===== config.mk =====
export PLATFORM = sky130hd
export DESIGN_NAME = reg_file_master
export DESIGN_NICKNAME = d
export VERILOG_FILES = /design/src/rtl/reg_file_master.sv
export SDC_FILE = /design/constraint.sdc
export NUM_CORES = 1
export LEC_CHECK = 0
export ABC_AREA = 0
export CORE_UTILIZATION = 44
export DETAILED_ROUTE_END_ITERATION = 8
export HOLD_SLACK_MARGIN = 0.08
export PLACE_DENSITY = 0.92
export SYNTH_ARGS = -nofsm -noshare
export SYNTH_HDL_FRONTEND = slang
export SYNTH_SLANG_ARGS = --single-unit

===== constraint.sdc =====
create_clock -name CLK -period 2.25 [get_ports CLK]
set_clock_uncertainty 0.15 [all_clocks]
set_input_delay 0.45 -clock CLK [delete_from_list [all_inputs] [get_ports CLK]]
set_output_delay 0.45 -clock CLK [all_outputs]
set_load 0.005 [all_outputs]

===== src/rtl/reg_file_master.sv =====
// Initiator for a register-file port: sequences WrEn/RdEn strobes for single
// valid/ready requests, returns a held response, and runs a clear sweep.
module reg_file_master #(
  parameter int                   ADDR_WIDTH = 4,
  parameter int                   MEM_WIDTH  = 16,
  parameter int                   MEM_DEPTH  = 8,
  parameter logic [MEM_WIDTH-1:0] CLR_VALUE  = '0
) (
  input  logic                  CLK,
  input  logic                  RST,
  // Handshakes: a transfer happens on a rising CLK edge where valid && ready.
  // rsp_valid holds data/err stable until rsp_ready; req_ready stays low
  // from accept until that response handshake completes.
  input  logic                  req_valid,
  output logic                  req_ready,
  input  logic                  req_write,
  input  logic [ADDR_WIDTH-1:0] req_addr,
  input  logic [MEM_WIDTH-1:0]  req_wdata,
  output logic                  rsp_valid,
  input  logic                  rsp_ready,
  output logic [MEM_WIDTH-1:0]  rsp_rdata,
  output logic                  rsp_err,
  input  logic                  clr_start,
  output logic                  clr_busy,
  output logic                  clr_done,
  output logic                  WrEn,
  output logic                  RdEn,
  output logic [ADDR_WIDTH-1:0] Address,
  output logic [MEM_WIDTH-1:0]  WrData,
  input  logic [MEM_WIDTH-1:0]  RdData,
  output logic [2:0]            dbg_state
);

  typedef enum logic [2:0] {
    S_IDLE   = 3'd0,
    S_WR     = 3'd1,
    S_RD     = 3'd2,
    S_RD_CAP = 3'd3,
    S_RESP   = 3'd4,
    S_CLR    = 3'd5
  } state_t;

  localparam logic [ADDR_WIDTH-1:0] LAST_ADDR = ADDR_WIDTH'(MEM_DEPTH - 1);
  localparam logic [ADDR_WIDTH:0]   DEPTH_EXT = (ADDR_WIDTH + 1)'(MEM_DEPTH);

  state_t                  r_state;
  state_t                  w_state_nxt;
  logic [ADDR_WIDTH-1:0]   r_addr;
  logic [MEM_WIDTH-1:0]    r_wdata;
  logic [MEM_WIDTH-1:0]    r_rdata;
  logic                    r_err;
  logic [ADDR_WIDTH-1:0]   r_cnt;
  logic                    w_accept;
  logic                    w_addr_err;

  assign w_accept   = req_valid && req_ready;
  assign w_addr_err = ({1'b0, req_addr} >= DEPTH_EXT);
  assign dbg_state  = r_state;

  always_ff @(posedge CLK or posedge RST) begin
    if (RST) begin
      r_state <= S_IDLE;
    end else begin
      r_state <= w_state_nxt;
    end
  end

  always_comb begin
    w_state_nxt = r_state;
    unique case (r_state)
      S_IDLE: begin
        // Clear wins over a same-cycle request; req_ready is already low then.
        if (clr_start) begin
          w_state_nxt = S_CLR;
        end else if (w_accept) begin
          if (w_addr_err)     w_state_nxt = S_RESP;
          else if (req_write) w_state_nxt = S_WR;
          else                w_state_nxt = S_RD;
        end
      end
      S_WR:     w_state_nxt = S_RESP;
      S_RD:     w_state_nxt = S_RD_CAP;
      S_RD_CAP: w_state_nxt = S_RESP;
      S_RESP:   if (rsp_ready) w_state_nxt = S_IDLE;
      S_CLR:    if (r_cnt == LAST_ADDR) w_state_nxt = S_IDLE;
      default:  w_state_nxt = S_IDLE;
    endcase
  end

  always_ff @(posedge CLK or posedge RST) begin
    if (RST) begin
      r_addr  <= '0;
      r_wdata <= '0;
      r_rdata <= '0;
      r_err   <= 1'b0;
      r_cnt   <= '0;
    end else begin
      unique case (r_state)
        S_IDLE: begin
          if (clr_start) begin
            r_cnt <= '0;
          end else if (w_accept) begin
            r_addr  <= req_addr;
            r_wdata <= req_wdata;
            r_rdata <= '0;
            r_err   <= w_addr_err;
          end
        end
        // RdData is only meaningful the cycle after RdEn, so capture here only.
        S_RD_CAP: r_rdata <= RdData;
        S_CLR:    r_cnt   <= r_cnt + 1'b1;
        default: ;
      endcase
    end
  end

  always_comb begin
    req_ready = (r_state == S_IDLE) && !clr_start && !RST;
    rsp_valid = 1'b0;
    rsp_rdata = '0;
    rsp_err   = 1'b0;
    clr_busy  = 1'b0;
    clr_done  = 1'b0;
    WrEn      = 1'b0;
    RdEn      = 1'b0;
    Address   = '0;
    WrData    = '0;
    unique case (r_state)
      S_WR: begin
        WrEn    = 1'b1;
        Address = r_addr;
        WrData  = r_wdata;
      end
      S_RD: begin
        RdEn    = 1'b1;
        Address = r_addr;
      end
      S_RESP: begin
        rsp_valid = 1'b1;
        rsp_rdata = r_rdata;
        rsp_err   = r_err;
      end
      S_CLR: begin
        WrEn     = 1'b1;
        Address  = r_cnt;
        WrData   = CLR_VALUE;
        clr_busy = 1'b1;
        clr_done = (r_cnt == LAST_ADDR);
      end
      default: ;
    endcase
  end

endmodule

==> results.json, run 1 <==
{
  "status": "complete, but fails checks",
  "violations": "setup timing",
  "grt_overflow_total": 0,
  "htreeDepth": 2,
  "n_antenna_cell": 0,
  "end_kind": "output port",
  "drt_wl_total_um": 5870,
  "finalHoldViolations": 0,
  "clk_latency_ps": 290,
  "arrival_ps": 1810,
  "p_leak_nw": 1.96,
  "clkTransAtPathRegs_ps": 80,
  "hold_path.class": "reg2reg",
  "layout_min_cycle_time_ps": 2410,
  "core_area_mm2": 0.00482,
  "finalMaxSlewViolations": 0,
  "post_drt_wl_per_cell_um": 14.4,
  "synth_common_cells": "44 x dfrtp_1, 38 x nand2_1, 33 x and2_1",
  "antenna_found_initial": 0,
  "setup_slack_ps": -160,
  "path_class": "reg2out",
  "synth_top_cell_by_area": "dfrtp_1",
  "ir_drop_mv": 0.637,
  "rows": 25,
  "final.period_utilization_pct": 107,
  "tritoncts": "done",
  "post_synth_main_area_contributors": "dfrtp_1 49%, and2_1 9.2%, mux2_4 6.7%",
  "fmax_mhz": 415,
  "grt_util_all_layers_pct": 22.0,
  "synthArstFlopShare_pct": 100,
  "syn-num-nets": 263,
  "setup_viol": 18,
  "critPathLaunchType": "flop",
  "ios": 88,
  "critical_path.max_fanout": 4,
  "fin_nets": 383,
  "ant_nets": 0,
  "p_per_area_mw_per_mm2": 1060,
  "ys_seq_elements": 44,
  "postCtsHoldBufs": 0,
  "syn_to_final_growth_pct": 64.4,
  "initial_utilization_pct": 46.6,
  "setup_tns_ps": -1160,
  "post-route-drc-count": 0,
  "numClockSinks": 44,
  "yosysUniqueCellTypes": 35,
  "clk_path_buf_depth": 2,
  "fp.dieW_um": 73.4,
  "drive_gt1_share_pct": 33.7,
  "wl_met2_um": 3000,
  "met3_length_um": 337,
  "worst_slew_pin_slew_ps": 603,
  "synth_flop_cell": "dfrtp_1",
  "rsz0062_at_grt": "true",
  "dieHeight_um": 73.4,
  "avgSynthCellArea_um2": 10.2,
  "max_slew_margin_pct": 59.7,
  "cts_buffers": 5,
  "firstDrtPassIters": 4,
  "drtIter0Drc": 76,
  "portBuffers": 87,
  "dpl.hpwl_um": 3970,
  "synthCells": 220,
  "route.top_layer_used": "met4",
  "grt_pass1_vias": 1979,
  "required_ps": 1650,
  "die_area_mm2": 0.00539,
  "wl_met1_um": 2450,
  "place.gp.congestion": 0.797,
  "vias": 2026,
  "yosys_warnings": 0,
  "ys_seq_area_share_pct": 49.0,
  "cap_violations": 0,
  "clock-root-buffer": "clkbuf_8",
  "vias_per_cell": 4.97,
  "synth_top_area_share_pct": 49.0,
  "synth_area_mm2": 0.00225,
  "yosysMostFrequentCell": "dfrtp_1",
  "grt_max_degree": 27,
  "synth_edf_count": 0,
  "power_mw": 3.91,
  "grt_pass1_wl_um": 8960
}
-- critical path, stage by stage (launching register included) --
cell and delay (ps):
dfrtp_2 450, buf_6 140, buf_6 120, nor3b_4 210
buf_6 130, buf_6 90, buf_6 90, buf_6 80
and2_4 120, buf_6 80
-- layout make-up --
cell class / instances / area (um^2)
clock buffer: 7 / 76.3
clock inverter: 1 / 8.76
fill: 337 / 1120
inverter: 4 / 15.0
multi-input combinational: 158 / 1110
sequential: 44 / 1100
tap: 67 / 83.8
timing repair buffer: 127 / 1290
-- logic make-up (layout without fill, tap and decap cells) --
| logic type | count (synthesis) | after routing | share of synthesized area [%] |
|---|---|---|---|
| simple gates | 98 | 98 | 22.8 |
| flops | 44 | 44 | 49.0 |
| compound gates | 33 | 33 | 8.36 |
| mux | 26 | 26 | 14.4 |
| buf+inv | 18 | 139 | 4.85 |
| fa+ha+maj | 1 | 1 | 0.557 |
-- per-layer routing --
metal  track usage, %  vias up
li1                 -      973
met2             36.2       68
met4             8.12        0
met1             27.8      976
met5                0        -
met3             5.76        9
-- power breakdown --
part | switching, mW | total, mW | leakage, nW | internal (mW)
logic | 0.728 | 2.04 | 1.36 | 1.31
registers | 0.238 | 1.38 | 0.553 | 1.15
clock network | 0.268 | 0.490 | 0.0424 | 0.222
-- layout by cell type (no fill, tap or decap), types with 4 or more instances in the layout --
cell type	synthesis	layout
a21oi_1	5	5
and2_1	33	17
and2_4	0	16
buf_4	0	20
buf_6	3	32
clkbuf_2	1	4
clkbuf_8	0	5
clkdlybuf4s50_1	0	44
dfrtp_1	44	41
dlygate4sd2_1	0	4
dlymetal6s2s_1	0	17
mux2_1	4	4
mux2_2	7	7
mux2_4	10	10
mux2i_1	5	5
nand2_1	38	38
nor2_1	7	5
nor3_1	5	4
o21ai_0	21	20
-- sequential cells by signal, indices dropped and copies added (netlist names) --
| signal | count |
|---|---|
| r_rdata | 16 |
| r_wdata | 16 |
| r_addr | 4 |
| r_cnt | 4 |
| dbg_state | 3 |
| r_err | 1 |
-- final timing paths --
| check | cells past startpoint | end | slack (ps) | startpoint |
|---|---|---|---|---|
| max reg2reg | 5 | r_wdata[7]$_DFFE_PP0P_ | 130 | dbg_state[0]$_DFFE_PP0P_ |
| max in group asynchronous | 3 | dbg_state[2]$_DFFE_PP0P_ | 1050 | RST |
| max | 9 | rsp_rdata[13] | -160 | dbg_state[0]$_DFFE_PP0P_ |
| min in group asynchronous | 2 | r_addr[0]$_DFFE_PP0P_ | 400 | RST |
| min | 1 | r_wdata[10]$_DFFE_PP0P_ | 340 | r_wdata[10]$_DFFE_PP0P_ |
| min reg2reg | 1 | r_wdata[10]$_DFFE_PP0P_ | 340 | r_wdata[10]$_DFFE_PP0P_ |
-- metrics by stage --
| step | instance area (um^2) | utilization [%] | hold slack, ps | instances | worst slack [ps] |
|---|---|---|---|---|---|
| floorplan | 2250 | - | 299 | 220 | 147 |
| global placement | 3290 | 68.3 | 310 | 380 | -371 |
| detailed placement | 3290 | 68.3 | 320 | 380 | -366 |
| CTS | 3480 | 72.2 | 342 | 399 | -262 |
| global route | 3690 | 76.6 | 372 | 408 | -242 |
| finish | 3690 | 76.6 | 336 | 408 | -160 |
-- repair_timing --
action                     CTS  global route
gates cloned                 1             1
setup endpoints to repair   43            40
setup buffers               10            10
resized for setup           86            78
pin swaps                    7            12
Note: power is estimated with default switching activity, not from simulation.
==> run 2: changes to the inputs <==
CORE_MARGIN = 2   (was default)
==> run 2 against run 1 <==
  * The run now ends clean
  * Clock power rose by 3%
  * Final cell count grew 1.5%
  * Flip-flop and latch count is the same
  * Final area shrank 3.3%
  * Clock-buffer cell count up 1
  * First-iteration DRC count grew 49%
  * Total power fell by 7.5%
  * Largest cell class unchanged
  * Utilization down 5.3 points
==> results.json, run 2 (synthesis results as in run 1) <==
{
  "p_switching_mw": 1.17,
  "layout_min_cycle_time_ps": 2210,
  "initial_utilization_pct": 44.8,
  "clk_latency_ps": 290,
  "syn_to_final_growth_pct": 59.1,
  "cap_violations": 0,
  "comb_power_share_pct": 47.8,
  "p_per_area_mw_per_mm2": 1010,
  "grt_pass1_vias": 2030,
  "fin_util_pct": 71.3,
  "reg_top3": "r_rdata (16), r_wdata (16)",
  "cts_buffers": 5,
  "grt_util_all_layers_pct": 21.1,
  "hold_slack_ps": 352,
  "drt_wl_total_um": 6080,
  "final_cell_mix": "42 x dfrtp_1, 42 x clkdlybuf4s50_1, 38 x nand2_1",
  "rsz0062_at_grt": "true",
  "clock_power_share_pct": 14.0,
  "path_class": "reg2out",
  "firstDrtPassIters": 4,
  "max_slew_margin_pct": 56.7,
  "drtIter0Drc": 113,
  "critical_path.max_fanout": 4,
  "top_usage_layer": "met2",
  "clock-root-buffer": "clkbuf_8",
  "clkTransAtPathRegs_ps": 80,
  "grt_overflow_total": 0,
  "use_met1_pct": 24.9,
  "arrival_ps": 1610,
  "final.period_utilization_pct": 98.3,
  "required_ps": 1650,
  "switching_share_pct": 32.2,
  "drive_gt1_share_pct": 31.7,
  "end_kind": "output port",
  "dpl.hpwl_um": 4050,
  "fmax_mhz": 452,
  "n_antenna_cell": 0,
  "post-route-drc-count": 0,
  "vias": 2068,
  "ant_nets": 0,
  "clk_path_buf_depth": 2,
  "p_int_mw": 2.45,
  "postCtsHoldBufs": 0,
  "setup_viol": 0,
  "use_met3_pct": 5.56,
  "tritoncts": "done",
  "grt_max_degree": 27,
  "grt_pass1_wl_um": 9110,
  "die_area_mm2": 0.00569,
  "fp.dieW_um": 75.4,
  "ios": 88,
  "grt_use_met2_pct": 38.0,
  "finalHoldViolations": 0,
  "post_drt_wl_per_cell_um": 14.7,
  "numClockSinks": 44,
  "vias_per_cell": 5.00,
  "ir_drop_mv": 0.661,
  "r2r_setup_slack_ps": 120,
  "finalMaxSlewViolations": 0,
  "place.gp.congestion": 0.867,
  "worst_slew_pin_slew_ps": 647,
  "dieHeight_um": 75.4,
  "antenna_found_initial": 0,
  "fin_nets": 386,
  "hold_path.class": "reg2reg",
  "status": "finished, final reports clean",
  "critPathLaunchType": "flop",
  "core_area_mm2": 0.00501,
  "htreeDepth": 2,
  "fillers": 396,
  "p_seq_share_pct": 38.3,
  "portBuffers": 87,
  "rows": 26,
  "p_leak_nw": 1.87
}
-- run 2: layer usage --
layer,vias up,share of wire [%],wire length (um)
met5,-,0,0
met4,0,1.2,75
met3,9,5.7,349
met2,66,52,3180
met1,1010,41,2480
li1,983,-,-
-- run 2: path summary, 6_finish.rpt --
kind                                          start                  endpoint  depth (start not counted)
min in group asynchronous                       RST   r_rdata[15]$_DFFE_PP0P_                          2
hold reg to reg             r_wdata[12]$_DFFE_PP0P_   r_wdata[12]$_DFFE_PP0P_                          1
setup reg to reg           dbg_state[1]$_DFFE_PP0P_    r_wdata[8]$_DFFE_PP0P_                          5
hold / removal              r_wdata[12]$_DFFE_PP0P_   r_wdata[12]$_DFFE_PP0P_                          1
setup / recovery           dbg_state[0]$_DFFE_PP0P_                WrData[10]                          8
max in group asynchronous                       RST  dbg_state[2]$_DFFE_PP0P_                          3
-- run 2: per-stage QoR --
step                      instances  power [mW]  area (um^2)  setup TNS [ps]  setup WS, ps
after floorplan                 220        2.12         2250               0           147
after global placement          382        2.87         3290           -3230          -235
after detailed placement        382        2.96         3290           -3650          -297
after CTS                       396        3.42         3410           -2340          -242
after global routing            414        3.87         3570            -152         -37.8
final                           414        3.62         3570               0          37.2
-- run 2: final cells by class --
class	count	area, um^2	share of cell area (%)
well taps	70	87.6	2.45
flip-flops and latches	44	1100	30.9
repair buffers	130	1190	33.3
clock buffers	8	90.1	2.52
multi-input cells	158	1090	30.4
inverters	4	15.0	0.420
-- run 2: worst max-delay path, cell delays in order (launching register included) --
cell	delay (ps)
dfrtp_1	430
buf_6	150
nand2b_4	70
nor2_4	50
buf_6	130
buf_12	120
buf_4	120
and2_1	140
clkbuf_2	100
-- run 2: timing repair --
item / 4_1_cts / 5_1_grt
gates cloned: 1 / 3
buffers inserted: 5 / 17
setup endpoints to repair: 43 / 62
gates resized for setup: 55 / 89
pin swaps: 0 / 5
-- run 2: power by group through the flow --
stage / logic, mW / clock network [mW] / registers [mW]
2_1_floorplan: 0.829 / 0 / 1.29
3_3_place_gp: 1.52 / 0 / 1.35
3_5_place_dp: 1.58 / 0 / 1.38
4_1_cts: 1.54 / 0.508 / 1.38
5_1_grt: 1.89 / 0.546 / 1.44
6_report: 1.73 / 0.505 / 1.39
